$ cat src/rtl/prv_trap_pkg.sv
// Shared types, cause-code constants and the exception priority encoder
// for the machine-mode trap sequencer.
package prv_trap_pkg;

    typedef enum logic [1:0] {
        ST_IDLE     = 2'd0,
        ST_FLUSH    = 2'd1,
        ST_REDIRECT = 2'd2
    } trap_state_t;

    localparam logic [3:0] BREAKPOINT        = 4'd3;
    localparam int         IRQ_M_SOFT        = 3;
    localparam int         IRQ_M_TIMER       = 7;
    localparam int         IRQ_M_EXT         = 11;
    localparam int         IRQ_PLATFORM_BASE = 16;

    localparam logic [1:0] MTVEC_DIRECT   = 2'd0;
    localparam logic [1:0] MTVEC_VECTORED = 2'd1;

    typedef struct packed {
        logic       valid;
        logic [3:0] code;
    } exc_sel_t;

    // Breakpoint outranks everything; the rest resolve lowest cause first.
    function automatic exc_sel_t exc_prio_enc(input logic [15:0] vec);
        exc_sel_t sel;
        sel.valid = |vec;
        sel.code  = 4'd0;
        for (int i = 15; i >= 0; i--) begin
            if (vec[i]) sel.code = 4'(i);
        end
        if (vec[BREAKPOINT]) sel.code = BREAKPOINT;
        return sel;
    endfunction

endpackage

$ cat src/rtl/prv_irq_prio_enc.sv
// Fixed-priority interrupt encoder: external, software, timer, then the
// highest-numbered platform line. Standard lines outside that set are ignored.
module prv_irq_prio_enc
    import prv_trap_pkg::*;
#(
    parameter int XLEN    = 32,
    parameter int NUM_IRQ = 32
) (
    input  logic [NUM_IRQ-1:0]       pending_i,
    output logic                     valid_o,
    output logic [$clog2(XLEN)-1:0]  code_o
);

    localparam int CW = $clog2(XLEN);

    // Later assignments override earlier ones, so lowest priority goes first.
    always_comb begin
        valid_o = 1'b0;
        code_o  = '0;
        for (int i = IRQ_PLATFORM_BASE; i < NUM_IRQ; i++) begin
            if (pending_i[i]) begin
                valid_o = 1'b1;
                code_o  = CW'(i);
            end
        end
        if (pending_i[IRQ_M_TIMER]) begin
            valid_o = 1'b1;
            code_o  = CW'(IRQ_M_TIMER);
        end
        if (pending_i[IRQ_M_SOFT]) begin
            valid_o = 1'b1;
            code_o  = CW'(IRQ_M_SOFT);
        end
        if (pending_i[IRQ_M_EXT]) begin
            valid_o = 1'b1;
            code_o  = CW'(IRQ_M_EXT);
        end
    end

endmodule

$ cat src/rtl/prv_trap_sequencer.sv
// Sequences exceptions, mret and interrupts through a flush handshake with the
// hazard unit, then emits a one-cycle redirect plus CSR commit strobe.
module prv_trap_sequencer
    import prv_trap_pkg::*;
#(
    parameter int XLEN    = 32,
    parameter int NUM_IRQ = 32
) (
    input  logic               CLK,
    input  logic               nRST,
    input  logic [15:0]        exc_vec,
    input  logic [XLEN-1:0]    exc_epc,
    input  logic [XLEN-1:0]    exc_tval,
    input  logic               mret,
    input  logic [XLEN-1:0]    irq_epc,
    input  logic [NUM_IRQ-1:0] irq_in,
    input  logic [NUM_IRQ-1:0] mie,
    input  logic               mstatus_mie,
    input  logic [XLEN-1:0]    mtvec,
    input  logic [XLEN-1:0]    mepc,
    input  logic               pipe_clear_done,
    output logic               pipe_clear_req,
    output logic               insert_pc,
    output logic [XLEN-1:0]    priv_pc,
    output logic               trap_commit,
    output logic               mret_commit,
    output logic [XLEN-1:0]    mcause_wdata,
    output logic [XLEN-1:0]    mepc_wdata,
    output logic [XLEN-1:0]    mtval_wdata,
    output logic               busy
);

    localparam int CW = $clog2(XLEN);

    trap_state_t     state_q, state_d;
    logic [XLEN-1:0] pc_q, pc_d;
    logic [XLEN-1:0] cause_q, cause_d;
    logic [XLEN-1:0] epc_q, epc_d;
    logic [XLEN-1:0] tval_q, tval_d;
    logic            is_mret_q, is_mret_d;

    exc_sel_t        exc_sel;
    logic            irq_valid;
    logic [CW-1:0]   irq_code;
    logic            irq_take;
    logic            capture;
    logic [XLEN-1:0] tvec_base;

    prv_irq_prio_enc #(
        .XLEN    (XLEN),
        .NUM_IRQ (NUM_IRQ)
    ) u_irq_enc (
        .pending_i (irq_in & mie),
        .valid_o   (irq_valid),
        .code_o    (irq_code)
    );

    assign exc_sel   = exc_prio_enc(exc_vec);
    assign irq_take  = mstatus_mie & irq_valid;
    assign capture   = (state_q == ST_IDLE) & (exc_sel.valid | mret | irq_take);
    assign tvec_base = {mtvec[XLEN-1:2], 2'b00};

    always_ff @(posedge CLK or negedge nRST) begin
        if (!nRST) state_q <= ST_IDLE;
        else       state_q <= state_d;
    end

    always_comb begin
        state_d = state_q;
        unique case (state_q)
            ST_IDLE:     if (capture) state_d = ST_FLUSH;
            ST_FLUSH:    if (pipe_clear_done) state_d = ST_REDIRECT;
            ST_REDIRECT: state_d = ST_IDLE;
            default:     state_d = ST_IDLE;
        endcase
    end

    always_comb begin
        pipe_clear_req = 1'b0;
        insert_pc      = 1'b0;
        trap_commit    = 1'b0;
        mret_commit    = 1'b0;
        busy           = 1'b0;
        unique case (state_q)
            ST_FLUSH: begin
                pipe_clear_req = 1'b1;
                busy           = 1'b1;
            end
            ST_REDIRECT: begin
                insert_pc   = 1'b1;
                trap_commit = ~is_mret_q;
                mret_commit = is_mret_q;
                busy        = 1'b1;
            end
            default: ;
        endcase
    end

    // Capture datapath: everything the redirect needs is frozen at capture.
    always_comb begin
        pc_d      = pc_q;
        cause_d   = cause_q;
        epc_d     = epc_q;
        tval_d    = tval_q;
        is_mret_d = is_mret_q;
        if (capture) begin
            if (exc_sel.valid) begin
                is_mret_d = 1'b0;
                pc_d      = tvec_base;
                cause_d   = {{(XLEN-4){1'b0}}, exc_sel.code};
                epc_d     = exc_epc;
                tval_d    = exc_tval;
            end else if (mret) begin
                is_mret_d = 1'b1;
                pc_d      = mepc;
            end else begin
                is_mret_d = 1'b0;
                pc_d      = (mtvec[1:0] == MTVEC_VECTORED)
                          ? tvec_base + (XLEN'(irq_code) << 2)
                          : tvec_base;
                cause_d   = {1'b1, {(XLEN-1-CW){1'b0}}, irq_code};
                epc_d     = irq_epc;
                tval_d    = '0;
            end
        end
    end

    always_ff @(posedge CLK or negedge nRST) begin
        if (!nRST) begin
            pc_q      <= '0;
            cause_q   <= '0;
            epc_q     <= '0;
            tval_q    <= '0;
            is_mret_q <= 1'b0;
        end else begin
            pc_q      <= pc_d;
            cause_q   <= cause_d;
            epc_q     <= epc_d;
            tval_q    <= tval_d;
            is_mret_q <= is_mret_d;
        end
    end

    assign priv_pc      = pc_q;
    assign mcause_wdata = cause_q;
    assign mepc_wdata   = epc_q;
    assign mtval_wdata  = tval_q;

endmodule

$ cat config.mk
export PLATFORM = sky130hd
export DESIGN_NAME = prv_trap_sequencer
export DESIGN_NICKNAME = d
export VERILOG_FILES = /design/src/rtl/prv_trap_pkg.sv /design/src/rtl/prv_irq_prio_enc.sv /design/src/rtl/prv_trap_sequencer.sv
export SDC_FILE = /design/constraint.sdc
export NUM_CORES = 1
export LEC_CHECK = 0
export ABC_AREA = 1
export BUFFER_PORTS_ARGS = -buffer_cell sky130_fd_sc_hd__buf_2
export CELL_PAD_IN_SITES_DETAIL_PLACEMENT = 1
export CELL_PAD_IN_SITES_GLOBAL_PLACEMENT = 2
export CORE_ASPECT_RATIO = 0.7
export CORE_MARGIN = 2
export CORE_UTILIZATION = 22
export CTS_BUF_LIST = sky130_fd_sc_hd__clkbuf_8 sky130_fd_sc_hd__clkbuf_16
export DETAILED_ROUTE_END_ITERATION = 8
export GPL_ROUTABILITY_DRIVEN = 0
export HOLD_SLACK_MARGIN = 0.12
export PLACE_DENSITY = 0.86
export SETUP_SLACK_MARGIN = 0.4
export SYNTH_ARGS = -nofsm -noshare
export SYNTH_HDL_FRONTEND = slang
export SYNTH_SLANG_ARGS = --single-unit
$ cat constraint.sdc
create_clock -name CLK -period 2.1 [get_ports CLK]
set_input_delay 0.21 -clock CLK [delete_from_list [all_inputs] [get_ports CLK]]
set_output_delay 0.21 -clock CLK [all_outputs]
set_load 0.01 [all_outputs]
==> impl_metrics.py, run 1 <==
metrics = {
    "place": {
        "port_buffers": 325,
        "dp_hpwl_mm": 21.3,
        "dp_cells": 1600,
    },
    "clocking": {
        "clock-root-buffer": "clkbuf_16",
        "path_clk_slew_ps": 90,
        "cts_tree": "built",
        "clkLatencyLatePin_ps": 360,
        "cts_made_buffers": 9,
        "numClockSinks": 105,
        "cts_max_level": 3,
        "cts_buffer_depth": 2,
    },
    "cells_and_area": {
        "register_area_mm2": 0.00263,
        "most-common-layout-cells": "buf_2 (320), nand2_1 (255), nor2_1 (128)",
        "mostFrequentLayoutCell": "buf_2",
        "fin_nets": 1566,
        "area_delta_synth_final_pct": 61.2,
        "n_fill_cell": 3596,
        "stdcell_count": 1698,
        "multi_input_area_mm2": 0.00363,
        "drive_gt1_share_pct": 40.5,
    },
    "sta": {
        "finalMaxSlewViolations": 0,
        "tns_ps": -11260,
        "hold_viol": 0,
        "setup_viol": 28,
        "max_freq_ghz": 0.363,
        "finalWorstSetupSlack_ps": -655,
        "tightest_slew_ps": 568,
        "fin_crit_ps": 2760,
        "slew_headroom_pct": 62.0,
        "fin_skew_ps": 5.32,
        "period_share_pct": 131,
        "holdWs_ps": 136,
        "rsz0062_at_grt": "yes",
    },
    "setup_path": {
        "cpPeakStageDelay_ps": 350,
        "required_ps": 2390,
        "reg2reg_setup_slack_ps": 450,
        "timing.critical_path.mode_cell": "nand2_1",
        "arrival_ps": 3050,
        "cp-end-kind": "flip-flop",
        "start_kind": "input pin",
        "critPathKind": "in -> reg",
        "r2r-start": "state_q[1]",
        "cp_max_fo": 3,
        "crit_slowest_cell": "fa_2",
        "crit_start": "irq_in[17]",
    },
    "detailed_routing": {
        "via_per_inst": 4.53,
        "first_pass_iters": 4,
        "drcViolationCount": 0,
        "routed.top_layer": "met5",
        "vias": 7685,
        "routedWlPerCell_um": 17.6,
        "finalWirelength_mm": 29.8,
        "final_antenna_net_count": 0,
        "wl_met2_mm": 14.1,
        "drt_iter0_drc": 381,
        "met1Wirelength_mm": 13.2,
        "wl_met3_mm": 1.76,
    },
    "power": {
        "power.switching_uw": 4770,
        "max-vdd-ir-drop_uv": 451,
        "power_frac_clock_pct": 16.5,
        "swShare_pct": 43.3,
        "pwr-share-comb_pct": 51.7,
        "seqPwrFrac_pct": 31.8,
        "p_per_area_mw_per_mm2": 1070,
        "leakage_uw": 0.00532,
        "internal_power_uw": 6250,
    },
    "global_routing": {
        "grt_max_degree": 62,
        "grtUsageTotal_pct": 18.6,
        "antenna_found_initial": 5,
        "grt_pass1_vias": 7925,
        "grt_pass1_wl_mm": 44.7,
        "grt-ovfl-total": 0,
    },
    "hold_path": {
        "hp-class": "in -> reg",
        "hp-start": "exc_epc[2]",
    },
    "run_status": {
        "violations": "setup timing",
        "status": "finished, violations left",
    },
    "floorplan": {
        "io_pins": 378,
        "initial_core_util_pct": 22.3,
        "core_mm2": 0.0288,
        "fp.dieArea_mm2": 0.0305,
        "row_count": 52,
        "die_w_um": 208,
        "dieHeight_um": 147,
    },
    "synth": {
        "synth_edf_count": 0,
        "syn_area_mm2": 0.00640,
        "ys_ff_latch": 105,
        "ys_seq_area_share_pct": 41.0,
        "synth_top_family_by_area": "simple AND/OR/NAND/NOR gates",
        "synthAdderAreaFrac_pct": 1.88,
        "synth-async-reset-ratio_pct": 100,
        "synth-simple-area-share_pct": 31.4,
        "synthCells": 886,
        "synth_ff_type": "dfrtp_1",
        "synth-xor-area-share_pct": 2.05,
        "yosysWarnings": 0,
        "avgSynthCellArea_um2": 7.23,
        "synth_compound_area_share_pct": 13.4,
        "ys_types": 37,
        "muxShareOfSynthArea_pct": 0,
    },
    "job": {
        "drv_cap": 0,
    },
}
## synth_stat cells, types with 6 or more instances
library cell / count / area, µm²
buf_2: 16 / 80.1
nand3_1: 56 / 280
nor2_1: 139 / 522
a221oi_1: 8 / 70.1
ha_1: 8 / 100
a31oi_1: 16 / 100
xor2_1: 13 / 114
o21ai_0: 25 / 125
dfrtp_1: 105 / 2630
a21oi_1: 19 / 95.1
nor2_2: 6 / 37.5
inv_1: 60 / 225
nand4_1: 10 / 62.6
clkbuf_1: 13 / 48.8
nand2_1: 272 / 1020
buf_4: 32 / 240
o31ai_1: 33 / 248
a22oi_1: 15 / 113
## stage by stage
stage	util, %	power, µW	instance area [µm²]	setup slack (ps)
after global placement	30.3	8160	8720	-1070
after global routing	35.9	11800	10300	-922
after CTS	34.4	10400	9880	-592
after floorplan	-	6170	6560	-605
final	35.9	11000	10300	-655
after detailed placement	30.3	8300	8720	-1140
## final cells by class
class                      count  share of cell area (%)
clock buffer                   9                    2.18
timing repair buffer         458                    29.2
sequential                   105                    25.5
tap                          378                    4.58
multi-input combinational    676                    35.2
antenna                        3                  0.0728
clock inverter                 7                   0.909
inverter                      62                    2.35
## worst max-delay path, delay by kind of cell
kind	cells	cell delay (ps)
compound gates	2	250
simple gates	22	1630
xor+xnor	1	170
buf+inv	4	230
fa+ha+maj	2	540
## state kept, by name, summed over array words and instances (netlist names)
signal and count:
mepc_wdata 32, mtval_wdata 32, priv_pc 32, mcause_wdata 6
state_q 2, is_mret_q 1
## worst paths after layout
path | cells after the start | to
setup / recovery | 31 | priv_pc[18]
hold / removal | 3 | mepc_wdata[2]
setup reg to reg | 6 | priv_pc[22]
hold reg to reg | 2 | mtval_wdata[27]
max in group asynchronous | 3 | mtval_wdata[18]
min in group asynchronous | 2 | priv_pc[25]
## layer usage
| metal | GRT usage, % | vias up |
|---|---|---|
| met5 | 0 | - |
| met1 | 23.6 | 3659 |
| met4 | 5.71 | 4 |
| met3 | 4.47 | 49 |
| li1 | - | 3713 |
| met2 | 31.3 | 260 |
## what timing repair did
action                                  in CTS  in global routing
gates resized for setup                     68                 67
hold endpoints to repair                    65                  0
hold buffers                                36                  0
pin swaps                                   29                 35
endpoints found under the setup margin      88                 96
buffers inserted                            30                  8
cloned                                       0                  5
## cell families after synthesis
group                      after synthesis
xor gates and xnor gates                15
buffers and inverters                  130
and+or+nand+nor                        496
other                                    1
adders and majority gates                9
AOI/OAI and AO/OA                      130
DFF                                    105
## power by group through the flow
stage          combinational (µW)  clock, µW  sequential [µW]
4_1_cts                      5000       1920             3500
3_5_place_dp                 4770          0             3530
3_3_place_gp                 4650          0             3500
6_report                     5700       1820             3500
5_1_grt                      6230       1970             3630
2_1_floorplan                2230          0             3940
No activity file was read; power rests on OpenSTA's default activity.
==> run 2, diff against run 1 <==
--- a/config.mk
+++ b/config.mk
@@ -11,13 +11,14 @@
 export CELL_PAD_IN_SITES_GLOBAL_PLACEMENT = 2
 export CORE_ASPECT_RATIO = 0.7
 export CORE_MARGIN = 2
-export CORE_UTILIZATION = 22
+export CORE_UTILIZATION = 23
 export CTS_BUF_LIST = sky130_fd_sc_hd__clkbuf_8 sky130_fd_sc_hd__clkbuf_16
 export DETAILED_ROUTE_END_ITERATION = 8
 export GPL_ROUTABILITY_DRIVEN = 0
 export HOLD_SLACK_MARGIN = 0.12
-export PLACE_DENSITY = 0.86
+export PLACE_DENSITY = 0.88
 export SETUP_SLACK_MARGIN = 0.4
 export SYNTH_ARGS = -nofsm -noshare
 export SYNTH_HDL_FRONTEND = slang
+export SYNTH_HIERARCHICAL = 1
 export SYNTH_SLANG_ARGS = --single-unit
==> impl_metrics.py, run 2 <==
metrics = {
    "run_status": {
        "status": "finished, violations left",
        "violations": "setup timing",
    },
    "setup_path": {
        "required_ps": 2400,
        "reg2reg_setup_slack_ps": 10,
        "start_kind": "input pin",
        "cp_max_fo": 5,
        "critPathKind": "in -> reg",
        "cp-end-kind": "flip-flop",
        "arrival_ps": 2810,
        "rr_endpoint": "mepc_wdata[3]",
        "r2r-start": "state_q[0]",
        "r2r_cells": 10,
    },
    "detailed_routing": {
        "finalWirelength_mm": 34.6,
        "routed.top_layer": "met4",
        "routedWlPerCell_um": 19.9,
        "vias": 8157,
        "drt_iter0_drc": 325,
        "final_antenna_net_count": 0,
        "met1Wirelength_mm": 15.2,
        "drcViolationCount": 0,
        "wl_met2_mm": 16.6,
        "via_per_inst": 4.68,
        "first_pass_iters": 4,
        "wl_met3_mm": 1.85,
    },
    "cells_and_area": {
        "fin_nets": 1621,
        "final_area_mm2": 0.0122,
        "mostFrequentLayoutCell": "buf_2",
        "stdcell_count": 1744,
        "drive_gt1_share_pct": 52.0,
        "most-common-layout-cells": "buf_2 (313), nand2_1 (156), nor2_1 (125)",
        "area_delta_synth_final_pct": 85.1,
    },
    "clocking": {
        "cts_max_level": 3,
        "numClockSinks": 105,
        "cts_buffer_depth": 2,
        "clkLatencyLatePin_ps": 360,
        "cts_tree": "built",
        "path_clk_slew_ps": 70,
        "clock-root-buffer": "clkbuf_16",
        "cts_made_buffers": 9,
    },
    "power": {
        "swShare_pct": 43.7,
        "leakage_uw": 0.00623,
        "power.switching_uw": 6650,
        "max-vdd-ir-drop_uv": 496,
        "internal_power_uw": 8570,
        "pwr-share-comb_pct": 63.9,
        "power_frac_clock_pct": 11.3,
        "seqPwrFrac_pct": 24.8,
        "p_per_area_mw_per_mm2": 1250,
    },
    "floorplan": {
        "initial_core_util_pct": 23.5,
        "dieHeight_um": 146,
        "core_mm2": 0.0280,
        "die_w_um": 206,
        "io_pins": 378,
        "fp.dieArea_mm2": 0.0300,
        "row_count": 51,
    },
    "sta": {
        "fin_skew_ps": 8.67,
        "rsz0062_at_grt": "yes",
        "hold_viol": 0,
        "setup_viol": 102,
        "period_share_pct": 120,
        "finalMaxSlewViolations": 0,
        "slew_headroom_pct": 55.8,
        "max_freq_ghz": 0.397,
        "tightest_slew_ps": 662,
        "fin_crit_ps": 2520,
        "finalWorstSetupSlack_ps": -417,
    },
    "hold_path": {
        "hold_end": "priv_pc[22]",
        "whs_path_depth": 3,
        "hp-start": "mepc[22]",
        "hp-class": "in -> reg",
    },
    "place": {
        "dp_hpwl_mm": 21.2,
        "port_buffers": 325,
        "post_dp_cell_area_mm2": 0.00901,
        "dp_cells": 1613,
        "dp_slack_ps": -818,
    },
    "synth": {
        "syn_area_mm2": 0.00659,
        "avgSynthCellArea_um2": 7.27,
        "synthCells": 906,
        "yosysWarnings": 6,
    },
    "global_routing": {
        "grt_pass1_vias": 8712,
        "grt-ovfl-total": 0,
        "grt_pass1_wl_mm": 50.9,
        "antenna_found_initial": 1,
        "grt_max_degree": 106,
        "grtUsageTotal_pct": 22.2,
    },
    "job": {
        "drv_cap": 0,
    },
}
==> run 2: layout make-up <==
type	count	area (µm²)
repair inverters	8	136
clock buffers	10	239
repair buffers	485	3750
multi-input cells	664	4550
diodes	1	2.50
well taps	371	464
flip-flops and latches	105	2630
clock inverters	6	42.5
inverters	94	384
fillers	3355	15800
==> run 2: worst max-delay path by stage <==
stage                           from     endpoint  slack, ps  cells past startpoint
final                     irq_in[26]  priv_pc[25]       -420                     22
after global routing      irq_in[26]  priv_pc[25]       -600                     22
after CTS                 irq_in[26]  priv_pc[25]       -250                     22
after detailed placement  irq_in[26]  priv_pc[25]       -820                     22
after global placement    irq_in[26]  priv_pc[25]       -650                     22
after floorplan           irq_in[29]  priv_pc[25]       -290                     21
==> run 2: through the flow <==
| step | hold WS, ps | power [µW] | util (%) | setup TNS [ps] |
|---|---|---|---|---|
| finish | 150 | 15200 | 43.5 | -15520 |
| global route | 138 | 16100 | 43.5 | -25190 |
| CTS | 124 | 14200 | 40.9 | -4130 |
| detailed placement | 355 | 8520 | 32.2 | -29440 |
| global placement | 345 | 8370 | 32.2 | -22260 |
| floorplan | -85.6 | 6490 | - | -4000 |
==> run 2: worst max-delay path: stages <==
cell and delay (ps):
buf_6 90, nand2_2 60, inv_2 50, nor2_4 110, nand2_2 80, nor4_4 290, nand2_2 130, nor4_4 240
nor2_4 80, ha_4 300, nand2_2 60, inv_2 60, nand4_1 90, nand2_2 110, nand3_4 160, nor2_4 220
nand2_4 90, inv_4 70, nand2_1 50, nand2_1 80, nand3_2 60, a21oi_2 110
==> run 2: what timing repair did <==
action	4_1_cts	5_1_grt
cloned	23	0
hold buffers	37	0
pin swaps	58	43
endpoints found under the hold margin	141	0
gates resized for setup	246	114
buffers inserted	36	18
endpoints found under the setup margin	104	107
==> run 2: power by group through the flow <==
stage / Combinational, µW / Sequential [µW] / Clock (µW)
floorplan: 2560 / 3930 / 0
global placement: 4850 / 3520 / 0
detailed placement: 4980 / 3540 / 0
CTS: 8710 / 3660 / 1790
global route: 10300 / 3890 / 1860
finish: 9730 / 3770 / 1720
==> run 2: layer usage <==
layer / track usage (%) / vias to the layer above
met3: 4.39 / 56
li1: - / 3819
met4: 7.14 / 0
met5: 0 / -
met2: 37.3 / 274
met1: 28.5 / 4008
==> run 3, diff against run 2 <==
--- a/config.mk
+++ b/config.mk
@@ -5,13 +5,13 @@
 export SDC_FILE = /design/constraint.sdc
 export NUM_CORES = 1
 export LEC_CHECK = 0
-export ABC_AREA = 1
+export ABC_AREA = 0
 export BUFFER_PORTS_ARGS = -buffer_cell sky130_fd_sc_hd__buf_2
 export CELL_PAD_IN_SITES_DETAIL_PLACEMENT = 1
 export CELL_PAD_IN_SITES_GLOBAL_PLACEMENT = 2
 export CORE_ASPECT_RATIO = 0.7
 export CORE_MARGIN = 2
-export CORE_UTILIZATION = 23
+export CORE_UTILIZATION = 24
 export CTS_BUF_LIST = sky130_fd_sc_hd__clkbuf_8 sky130_fd_sc_hd__clkbuf_16
 export DETAILED_ROUTE_END_ITERATION = 8
 export GPL_ROUTABILITY_DRIVEN = 0
==> impl_metrics.py, run 3 <==
metrics = {
    "run_status": {
        "status": "finished, violations left",
        "violations": "setup timing",
    },
    "sta": {
        "period_share_pct": 127,
        "fin_crit_ps": 2670,
        "finalWorstSetupSlack_ps": -568,
        "tightest_slew_ps": 940,
        "setup_viol": 87,
        "rsz0062_at_grt": "yes",
        "slew_headroom_pct": 35.7,
        "finalMaxSlewViolations": 0,
        "max_freq_ghz": 0.375,
        "fin_skew_ps": 13.1,
        "hold_viol": 0,
    },
    "hold_path": {
        "whs_path_depth": 3,
        "hp-class": "in -> reg",
        "hp-start": "exc_epc[23]",
        "hold_end": "mepc_wdata[23]",
    },
    "floorplan": {
        "fp.dieArea_mm2": 0.0275,
        "die_w_um": 197,
        "core_mm2": 0.0257,
        "initial_core_util_pct": 24.4,
        "dieHeight_um": 139,
        "io_pins": 378,
        "row_count": 49,
    },
    "cells_and_area": {
        "area_delta_synth_final_pct": 85.0,
        "fin_nets": 1436,
        "multi_input_area_mm2": 0.00421,
        "stdcell_count": 1521,
        "final_core_util_pct": 45.2,
        "n_fill_cell": 2944,
        "mostFrequentLayoutCell": "buf_2",
        "most-common-layout-cells": "buf_2 (319), dfrtp_1 (105), buf_4 (83)",
        "register_area_mm2": 0.00263,
        "drive_gt1_share_pct": 56.3,
    },
    "synth": {
        "synthCells": 689,
        "syn_area_mm2": 0.00628,
        "yosysWarnings": 6,
        "avgSynthCellArea_um2": 9.11,
    },
    "power": {
        "p_per_area_mw_per_mm2": 1240,
        "leakage_uw": 0.00550,
        "power_frac_clock_pct": 12.5,
        "pwr-share-comb_pct": 61.8,
        "seqPwrFrac_pct": 25.7,
        "internal_power_uw": 8740,
        "max-vdd-ir-drop_uv": 557,
        "swShare_pct": 39.5,
        "power.switching_uw": 5710,
    },
    "global_routing": {
        "grtUsageTotal_pct": 21.6,
        "antenna_found_initial": 3,
        "grt_pass1_vias": 8155,
        "grt_pass1_wl_mm": 46.1,
        "grt-ovfl-total": 0,
        "grt_max_degree": 48,
    },
    "clocking": {
        "cts_max_level": 3,
        "numClockSinks": 105,
        "clock-root-buffer": "clkbuf_16",
        "path_clk_slew_ps": 80,
        "cts_buffer_depth": 2,
        "clkLatencyLatePin_ps": 360,
        "cts_made_buffers": 9,
        "cts_tree": "built",
    },
    "setup_path": {
        "critPathKind": "in -> reg",
        "reg2reg_setup_slack_ps": 0,
        "r2r_cells": 10,
        "arrival_ps": 2950,
        "rr_endpoint": "mtval_wdata[29]",
        "start_kind": "input pin",
        "required_ps": 2390,
        "cp_max_fo": 4,
        "cp-end-kind": "flip-flop",
        "r2r-start": "state_q[1]",
    },
    "detailed_routing": {
        "routedWlPerCell_um": 20.0,
        "drt_iter0_drc": 291,
        "drcViolationCount": 0,
        "final_antenna_net_count": 0,
        "first_pass_iters": 5,
        "vias": 7532,
        "finalWirelength_mm": 30.4,
        "via_per_inst": 4.95,
    },
    "job": {
        "drv_cap": 0,
    },
    "place": {
        "dp_slack_ps": -1020,
        "dp_hpwl_mm": 20.0,
        "dp_cells": 1391,
        "port_buffers": 325,
    },
}
## run 3: changes by cell type in the layout (fill, tap and decap cells not counted), sizes merged, moves of 32 or more
cell   delta
nand3    -43
mux2i    +32
o21ai    +59
nor2     -92
buf      +32
inv      -87
nand2   -184
## run 3: power by group through the flow
| stage | logic [µW] | clock network (µW) | registers, µW |
|---|---|---|---|
| after detailed placement | 5290 | 0 | 3540 |
| after global routing | 9510 | 1960 | 3810 |
| final | 8940 | 1810 | 3710 |
| after global placement | 5160 | 0 | 3510 |
| after floorplan | 2520 | 0 | 3930 |
| after CTS | 8190 | 1870 | 3570 |
## run 3: timing repair
action,4_1_cts,5_1_grt
cloned,18,1
setup endpoints to repair,105,105
endpoints found under the hold margin,66,0
pin swaps,117,56
hold buffers,41,0
gates resized for setup,179,87
buffers inserted,41,10
## run 3: through the flow
step           hold WS (ps)  TNS [ps]  area (µm²)  total power [µW]
3_3_place_gp            208    -46620        8900              8670
5_1_grt                 134    -25150       11600             15300
4_1_cts                 121    -11470       11100             13600
2_1_floorplan         -85.6    -12910        6590              6440
3_5_place_dp            207    -53090        8900              8840
6_report                138    -15610       11600             14500
## run 3: worst max-delay path by stage
stage	from	end	depth (start not counted)
3_5_place_dp	irq_in[24]	priv_pc[15]	13
6_report	irq_in[3]	priv_pc[28]	14
4_1_cts	irq_in[3]	priv_pc[28]	14
2_1_floorplan	irq_in[3]	priv_pc[28]	12
5_1_grt	irq_in[3]	priv_pc[14]	15
3_3_place_gp	irq_in[21]	priv_pc[28]	14
## run 3: per-layer routing
metal	global-route usage, %	routed length [µm]	up-vias
li1	-	-	3477
met3	5.45	2200	37
met4	5.78	595	2
met1	27.4	12800	3728
met2	36.7	14800	288
met5	0	11	-
## run 3: layout make-up
cell class / count / share of cell area [%]
clock buffer: 10 / 2.06
inverter: 14 / 0.452
antenna: 3 / 0.0646
clock inverter: 6 / 0.582
tap: 331 / 3.56
multi-input combinational: 530 / 36.2
sequential: 105 / 22.6
timing repair buffer: 522 / 34.5
## run 3: critical path, stage by stage
cell	delay, ps
buf_6	90
and2_4	150
or3_4	420
nor3_4	150
o41ai_2	130
ha_2	210
fa_2	340
a211o_1	320
a21oi_4	160
buf_12	140
nor4_4	50
nand3_1	110
mux2_4	310
a31oi_2	170
